$ cat src/rtl/hsv_core_wb_arbiter.sv
// Writeback arbiter: round-robin pick of one execution-unit result per cycle,
// registered register-file write port plus a one-cycle-late bypass copy.
module hsv_core_wb_arbiter #(
  parameter int NUM_PORTS = 4
) (
  input  logic                    clk_core,
  input  logic                    rst,
  input  logic [NUM_PORTS-1:0]    req_valid,
  output logic [NUM_PORTS-1:0]    req_ready,
  input  logic [NUM_PORTS-1:0]    req_rd_we,
  input  logic [NUM_PORTS*5-1:0]  req_rd_addr,
  input  logic [NUM_PORTS*32-1:0] req_rd_data,
  output logic                    wr_en,
  output logic [4:0]              wr_addr,
  output logic [31:0]             wr_data,
  output logic                    byp_valid,
  output logic [4:0]              byp_addr,
  output logic [31:0]             byp_data,
  output logic [63:0]             retire_count
);

  localparam int PW = (NUM_PORTS > 1) ? $clog2(NUM_PORTS) : 1;
  localparam logic [PW:0] NP = (PW+1)'(NUM_PORTS);
  localparam logic [PW-1:0] LAST = PW'(NUM_PORTS - 1);

  logic [PW-1:0] r_rr_ptr;
  logic [PW-1:0] w_sel;
  logic [PW-1:0] w_rr_next;
  logic          w_found;
  logic          w_accept;
  logic          w_wr_en;
  logic [4:0]    w_addr_arr [NUM_PORTS];
  logic [31:0]   w_data_arr [NUM_PORTS];

  logic          r_wr_en;
  logic [4:0]    r_wr_addr;
  logic [31:0]   r_wr_data;
  logic          r_byp_valid;
  logic [4:0]    r_byp_addr;
  logic [31:0]   r_byp_data;
  logic [63:0]   r_retire_count;

  for (genvar k = 0; k < NUM_PORTS; k++) begin : g_unpack
    assign w_addr_arr[k] = req_rd_addr[5*k +: 5];
    assign w_data_arr[k] = req_rd_data[32*k +: 32];
  end

  // Scan ports starting at the round-robin pointer; first valid wins.
  always_comb begin
    logic [PW:0] v_sum;
    v_sum   = '0;
    w_found = 1'b0;
    w_sel   = '0;
    for (int i = 0; i < NUM_PORTS; i++) begin
      v_sum = {1'b0, r_rr_ptr} + (PW+1)'(i);
      if (v_sum >= NP) v_sum = v_sum - NP;
      if (!w_found && req_valid[v_sum[PW-1:0]]) begin
        w_found = 1'b1;
        w_sel   = v_sum[PW-1:0];
      end
    end
  end

  assign w_accept  = w_found & ~rst;
  assign w_rr_next = (w_sel == LAST) ? '0 : w_sel + 1'b1;
  assign w_wr_en   = req_rd_we[w_sel] && (w_addr_arr[w_sel] != 5'd0);

  always_comb begin
    req_ready = '0;
    if (w_accept) req_ready[w_sel] = 1'b1;
  end

  always_ff @(posedge clk_core or posedge rst) begin
    if (rst) begin
      r_rr_ptr       <= '0;
      r_wr_en        <= 1'b0;
      r_wr_addr      <= '0;
      r_wr_data      <= '0;
      r_byp_valid    <= 1'b0;
      r_byp_addr     <= '0;
      r_byp_data     <= '0;
      r_retire_count <= '0;
    end else begin
      r_wr_en     <= w_accept & w_wr_en;
      r_byp_valid <= r_wr_en;
      r_byp_addr  <= r_wr_addr;
      r_byp_data  <= r_wr_data;
      if (w_accept) begin
        r_rr_ptr       <= w_rr_next;
        r_wr_addr      <= w_addr_arr[w_sel];
        r_wr_data      <= w_data_arr[w_sel];
        r_retire_count <= r_retire_count + 64'd1;
      end
    end
  end

  assign wr_en        = r_wr_en;
  assign wr_addr      = r_wr_addr;
  assign wr_data      = r_wr_data;
  assign byp_valid    = r_byp_valid;
  assign byp_addr     = r_byp_addr;
  assign byp_data     = r_byp_data;
  assign retire_count = r_retire_count;

endmodule
$ cat config.mk
export PLATFORM = sky130hd
export DESIGN_NAME = hsv_core_wb_arbiter
export DESIGN_NICKNAME = d
export VERILOG_FILES = /design/src/rtl/hsv_core_wb_arbiter.sv
export SDC_FILE = /design/constraint.sdc
export NUM_CORES = 1
export LEC_CHECK = 0
export CAP_MARGIN = 20
export CORE_UTILIZATION = 42
export CTS_CLUSTER_DIAMETER = 100
export DETAILED_ROUTE_END_ITERATION = 16
export PLACE_DENSITY = 0.84
export SLEW_MARGIN = 20
export SYNTH_ARGS = -nofsm -noshare
export SYNTH_HDL_FRONTEND = slang
export SYNTH_SLANG_ARGS = --single-unit
$ cat constraint.sdc
create_clock -name clk_core -period 5.6 [get_ports clk_core]
set_input_delay 1.4 -clock clk_core [delete_from_list [all_inputs] [get_ports clk_core]]
set_output_delay 1.4 -clock clk_core [all_outputs]
set_load 0.01 [all_outputs]
## Word-level counts from Yosys, hierarchy flattened

Cells that the tools add are included.

- Bitwise logic cells: 4
- Reductions and logical operators: 9
- Multipliers: 0
- Muxes and demuxes: 32
- Add/sub/neg operators: 9
- Order comparisons: 11
- Eq/ne operators: 1
- Div/mod/pow operators: 0
- Shifts and indexed selects: 0

Operators with widths:

| kind | count |
|---|---|
| adder 64 x 1 -> 64 bit, second input constant | 1 |
| binary-select mux 32 bit (select 2 bit) | 1 |
| two-way mux 32 bit | 2 |
| two-way mux 2 bit | 9 |
| less-than comparator 2 x 3 -> 1 bit, second input constant | 5 |
| greater-or-equal comparator 3 bit, second input constant | 4 |
| binary-select mux 1 bit (select 2 bit) | 5 |
| binary-select mux 5 bit (select 2 bit) | 1 |
| two-way mux 1 bit | 10 |
| two-way mux 5 bit | 2 |
| subtractor 2 x 1 -> 2 bit, second input constant | 4 |
| adder 2 x 2 -> 3 bit, second input constant | 2 |
| logical AND 1 bit | 5 |
| nonzero test 5 bit | 1 |
| two-way mux 4 bit | 1 |
| adder 2 x 1 -> 3 bit, second input constant | 1 |
| greater-or-equal comparator 2 x 3 -> 1 bit, second input constant | 1 |
| zero test 1 bit | 3 |
| NOT 2 -> 3 bit | 1 |
| adder 2 x 1 -> 2 bit, second input constant | 1 |
| AND 1 bit | 2 |
| demux 1 bit (select 2 bit) | 1 |
| equality test 2 bit, second input constant | 1 |
| greater-or-equal comparator 2 x 1 -> 1 bit, second input constant | 1 |
| NOT 1 bit | 1 |

- Memories: 0
- Input port bits: 158
- Bits in read-only memories: 0
- Output and inout port bits: 144
- Register bits: 142
- Latch bits: 0
- Logic and storage cells: 74
- Bits in writable memories: 0

## Logic depth before layout (Yosys ltp)

Gate-level depths: netlist of the first run.

- Depth after elaboration: 21
- Mapped depth: 10
- Mapped depth without buffers: 7

## Worst setup path before layout of the first run

OpenSTA, ideal clock, no wires.

- Path type: input port to flip-flop
- Start: in rst
- End: reg r_rr_ptr[0]
- Setup slack: 0.848 ns
- Setup time: 0.301 ns
- Arrival: 4.451 ns
- Stages on the path: 2
- Required time: 5.299 ns
- Buffers on the path: 0
- Cells stage by stage: inv_1 > a21oi_1

- Word-level cells in the longest chain between the ends: 2

Ends and longest elaborated chain:

| item | line | text |
|---|---|---|
| from (decl) | 7 | `input logic rst,` |
| NOT 1 bit | 64 | `assign w_accept = w_found & ~rst;` |
| AND 1 bit | 64 |  |
| to (signal assigned) | 89 | `r_rr_ptr <= w_rr_next;` |
| to (decl) | 26 | `logic [PW-1:0] r_rr_ptr;` |

No other way between the ends.
A chain may end at the register's enable or synchronous reset.

## Worst setup path in the final report of the first run

- Start: in req_valid[1]
- End: out req_ready[0]

- Word-level cells in the longest chain between the ends: 17
- Elaborated cells between the ends (all ways): 29
- Classes of those cells: 2 x order compare; 19 x mux; 1 x bitwise; 7 x reduce/logical

Ends and longest elaborated chain:

| item | line | text |
|---|---|---|
| from (decl) | 8 | `input logic [NUM_PORTS-1:0] req_valid,` |
| binary-select mux 1 bit (select 2 bit) | 57 | `if (!w_found && req_valid[v_sum[PW-1:0]]) begin` |
| two-way mux 1 bit (implied by the code) | 57 |  |
| two-way mux 1 bit | 57 |  |
| zero test 1 bit | 57 |  |
| logical AND 1 bit | 57 |  |
| two-way mux 1 bit | 57 |  |
| zero test 1 bit | 57 |  |
| logical AND 1 bit | 57 |  |
| two-way mux 1 bit | 57 |  |
| zero test 1 bit | 57 |  |
| logical AND 1 bit | 57 |  |
| two-way mux 2 bit | 57 |  |
| less-than comparator 2 x 3 -> 1 bit (implied by the code) / greater-or-equal comparator 2 x 1 -> 1 bit (equally long branches) | 70 | `if (w_accept) req_ready[w_sel] = 1'b1;` |
| logical AND 1 bit (implied by the code) | 70 |  |
| two-way mux 1 bit (implied by the code) | 70 |  |
| demux 1 bit (select 2 bit) | 70 |  |
| two-way mux 4 bit (*) | 70 |  |
| to (decl) | 9 | `output logic [NUM_PORTS-1:0] req_ready,` |

Mark *: on every way between the ends. The rest lies on a longest branch, timed or not. The select of a mux whose other input is x is not followed.

==> results of run 1 <==
==> cell usage after synthesis (all sizes together) (4+ instances only) <==
library cell  instances
and4                  8
nor3                  8
nand3                26
nor4                  4
xor2                 14
mux2i                69
mux2                 33
xnor2                49
nand4                23
nand2                72
clkbuf                9
ha                    5
buf                  13
nor2                 19
o21ai                34
and2                  8
inv                   7
and3                 10
dfrtp               142
==> per-layer routing <==
metal  wire, um  part of all wire  vias up
li1           -                 -     2630
met5          0                 0        -
met4        384             0.020        0
met1       7330              0.39     2639
met2       9720              0.51      215
met3       1520             0.080       31
==> worst max path at each step <==
stage	cells past startpoint	endpoint	slack, ps
2_1_floorplan	1	byp_addr[0]$_DFF_PP0_	370
3_3_place_gp	5	req_ready[0]	510
3_5_place_dp	5	req_ready[0]	390
4_1_cts	5	req_ready[0]	390
5_1_grt	5	req_ready[0]	310
6_report	5	req_ready[0]	410
==> registers in the layout, indices dropped and copies added, names as in the netlist <==
register      count
byp_addr          5
byp_data         32
byp_valid         1
r_rr_ptr          2
retire_count     64
wr_addr           5
wr_data          32
wr_en             1
==> kinds of logic (layout without fill, tap and decap cells) <==
logic type / Yosys count / in the layout / share of synthesized area
adder cells (fa/ha/maj): 5 / 5 / 0.00945
other: 0 / 2 / 0
AO/OA/AOI/OAI: 42 / 42 / 0.0355
XOR/XNOR: 63 / 63 / 0.0834
multiplexers: 105 / 105 / 0.171
AND/OR/NAND/NOR: 186 / 186 / 0.142
flip-flops: 142 / 142 / 0.537
buffers and inverters: 29 / 346 / 0.0216
==> metrics by stage <==
step                cell area (um2)  cells
floorplan                      6620    572
global placement               9840   1069
detailed placement             9840   1069
CTS                           10500   1100
global route                  10500   1102
finish                        10500   1102
==> layout make-up <==
class | instances | area [um2] | area share
Sequential cell | 142 | 3550 | 0.339
Tap cell | 211 | 264 | 0.0252
Antenna cell | 2 | 5.00 | 0.000478
Clock buffer | 21 | 460 | 0.0440
Timing Repair Buffer | 308 | 3070 | 0.293
Inverter | 7 | 33.8 | 0.00323
Multi-Input combinational cell | 401 | 2920 | 0.279
Clock inverter | 10 | 163 | 0.0155
==> worst register-to-register path: cells and delay by family (launching register included) <==
| kind | cells | cell delay, ps |
|---|---|---|
| xor gates and xnor gates | 1 | 170 |
| DFF | 1 | 470 |
| adders and majority gates | 1 | 260 |
| and+or+nand+nor | 5 | 1790 |
==> power by group through the flow <==
stage / registers [uW] / logic [uW] / clock network [uW]
6_report: 1360 / 1250 / 1190
5_1_grt: 1390 / 1350 / 1250
4_1_cts: 1360 / 1270 / 1210
3_5_place_dp: 1380 / 1260 / 0
3_3_place_gp: 1370 / 1250 / 0
2_1_floorplan: 1450 / 520 / 0
==> results.sh, run 1 <==
export IMPL_outcome="finished, final reports clean"
export IMPL_comb_power_share=0.329
export IMPL_setup_viol=0
export IMPL_nNetsFinal=1040
export IMPL_fin_crit_ps=5190
export IMPL_final_util=0.683
export IMPL_power_uw=3800
export IMPL_crit_type="in -> out"
export IMPL_finalHoldViolCount=0
export IMPL_grt_max_degree=88
export IMPL_synth_seq_cells=142
export IMPL_drt_total_wl_um=18900
export IMPL_area_delta_synth_final_pct=58.1
export IMPL_async_reset_ff_frac=1.00
export IMPL_final_common_cell="clkdlybuf4s50_1"
export IMPL_crit_top_cell="clkdlybuf4s50_1"
export IMPL_seq_area_frac_synth=0.537
export IMPL_drcViolationCount=0
export IMPL_worst_slew_margin_rel=0.321
export IMPL_dp_hpwl_um=14200
export IMPL_cp_data_required_time_ps=4200
export IMPL_pre_cts_ws_ps=391
export IMPL_path_cells="clkdlybuf4s50_1 -> nor4_1 -> nor2_1 -> and2_1 -> clkdlybuf4s50_1"
export IMPL_worstSetupStartpoint="req_valid[1]"
export IMPL_crit_path_start_kind="input pin"
export IMPL_cts_max_level=4
export IMPL_root_buffer="clkbuf_16"
export IMPL_max_freq_mhz=193
export IMPL_port_buffers=301
export IMPL_start_util=0.432
export IMPL_crit_path_end_kind="primary output"
export IMPL_syn_area_per_cell_um2=11.6
export IMPL_overflow=0
export IMPL_slowest_stage="nor4_1"
export IMPL_synth_area_um2=6620
export IMPL_cts_buffer_depth=2
export IMPL_fillers=1159
export IMPL_post_cts_buffers=0
export IMPL_pwr_share_seq=0.358
export IMPL_synth_flop_cell="dfrtp_1"
export IMPL_ys_warn_count=0
export IMPL_grt_pass1_wl_um=30000
export IMPL_track_usage=0.244
export IMPL_p_sw_uw=1100
export IMPL_wl_per_cell_um=17.2
export IMPL_reg2reg_depth=7
export IMPL_cp_max_fo=15
export IMPL_grt_setup_unrepaired="false"
export IMPL_fin_worst_skew_ps=6.03
export IMPL_setup_tns_ps=0
export IMPL_routabilityCongestion=0.858
export IMPL_powerDensity_nw_per_um2=363
export IMPL_cpPeakStageDelay_ps=690
export IMPL_antenna_found_initial=1
export IMPL_vias=5515
export IMPL_min_path_cells=0
export IMPL_worstHoldEndpoint="byp_valid$_DFF_PP0_"
export IMPL_period_share=0.927
export IMPL_cts_tree="yes"
export IMPL_clk_latency_ps=410
export IMPL_drive_gt1_frac=0.0900
export IMPL_die_width_um=128
export IMPL_synth_cell_type_count=42
export IMPL_power_internal_uw=2700
export IMPL_tightest_slew_ps=1020
export IMPL_cp_top_family="simple AND/OR/NAND/NOR gates"
export IMPL_reg2reg_slack_ps=2800
export IMPL_drtIter0Drc=242
export IMPL_p_leak_uw=0.00452
export IMPL_grt_busiest_layer="met2"
export IMPL_hold_path_startpoint="wr_en$_DFF_PP0_"
export IMPL_yosysTopAreaCellShare=0.537
export IMPL_peakVddDrop_uv=228
export IMPL_cts_resized_gates=0
export IMPL_r2r_end="retire_count[54]$_DFFE_PP0P_"
export IMPL_die_h_um=128
export IMPL_first_pass_iters=4
export IMPL_globalRouteMet2Util=0.418
export IMPL_crit_arrival_ps=3790
export IMPL_post_drt_via_cell_ratio=5.00
export IMPL_slew_viol_final=0
export IMPL_clkPwrFrac=0.313
export IMPL_synth_top_cell_by_area="dfrtp_1"
export IMPL_synth_edf_count=0
export IMPL_cts_made_buffers=17
export IMPL_worst_path_buf_inv=2
export IMPL_grt_pass1_vias=5617
export IMPL_synthesis_nets=735
export IMPL_dieArea_um2=16300
export IMPL_clk_pin_slew_ps=50
export IMPL_use_met3=0.0821
export IMPL_ios=302
export IMPL_maxCapViolCount=0
export IMPL_whs_ps=382
export IMPL_gr_usage_met1=0.288
export IMPL_netlist_instances=572
export IMPL_fin_ws_ps=411
export IMPL_num_rows=45
export IMPL_cts_sinks=142
export IMPL_hp_class="reg -> reg"
export IMPL_ant_nets=0
export IMPL_reg2reg_from="retire_count[0]$_DFFE_PP0P_"
export IMPL_core_area_um2=15300
export IMPL_synthTopCellsByArea="dfrtp_1 (54%), mux2i_1 (10%), xnor2_1 (6.5%)"
export IMPL_swShare=0.290
export IMPL_mostFrequentLayoutCells="clkdlybuf4s50_1 (301), dfrtp_1 (142), nand2_1 (72)"
export IMPL_ctsHoldBuffers=0
No activity file was read; power rests on OpenSTA's default activity.
==> inputs of run 2 (changes only) <==
ABC_CLOCK_PERIOD_IN_PS = 5600   (was not set)
CAP_MARGIN = not set   (was 20)
==> results of run 2 <==
The final DEF is identical to that of run 1; final timing and power are the same.
==> inputs of run 3 (changes only) <==
GPL_TIMING_DRIVEN = 1   (was not set)
==> results of run 3 <==
The final DEF is identical to that of run 1; final timing and power are the same.
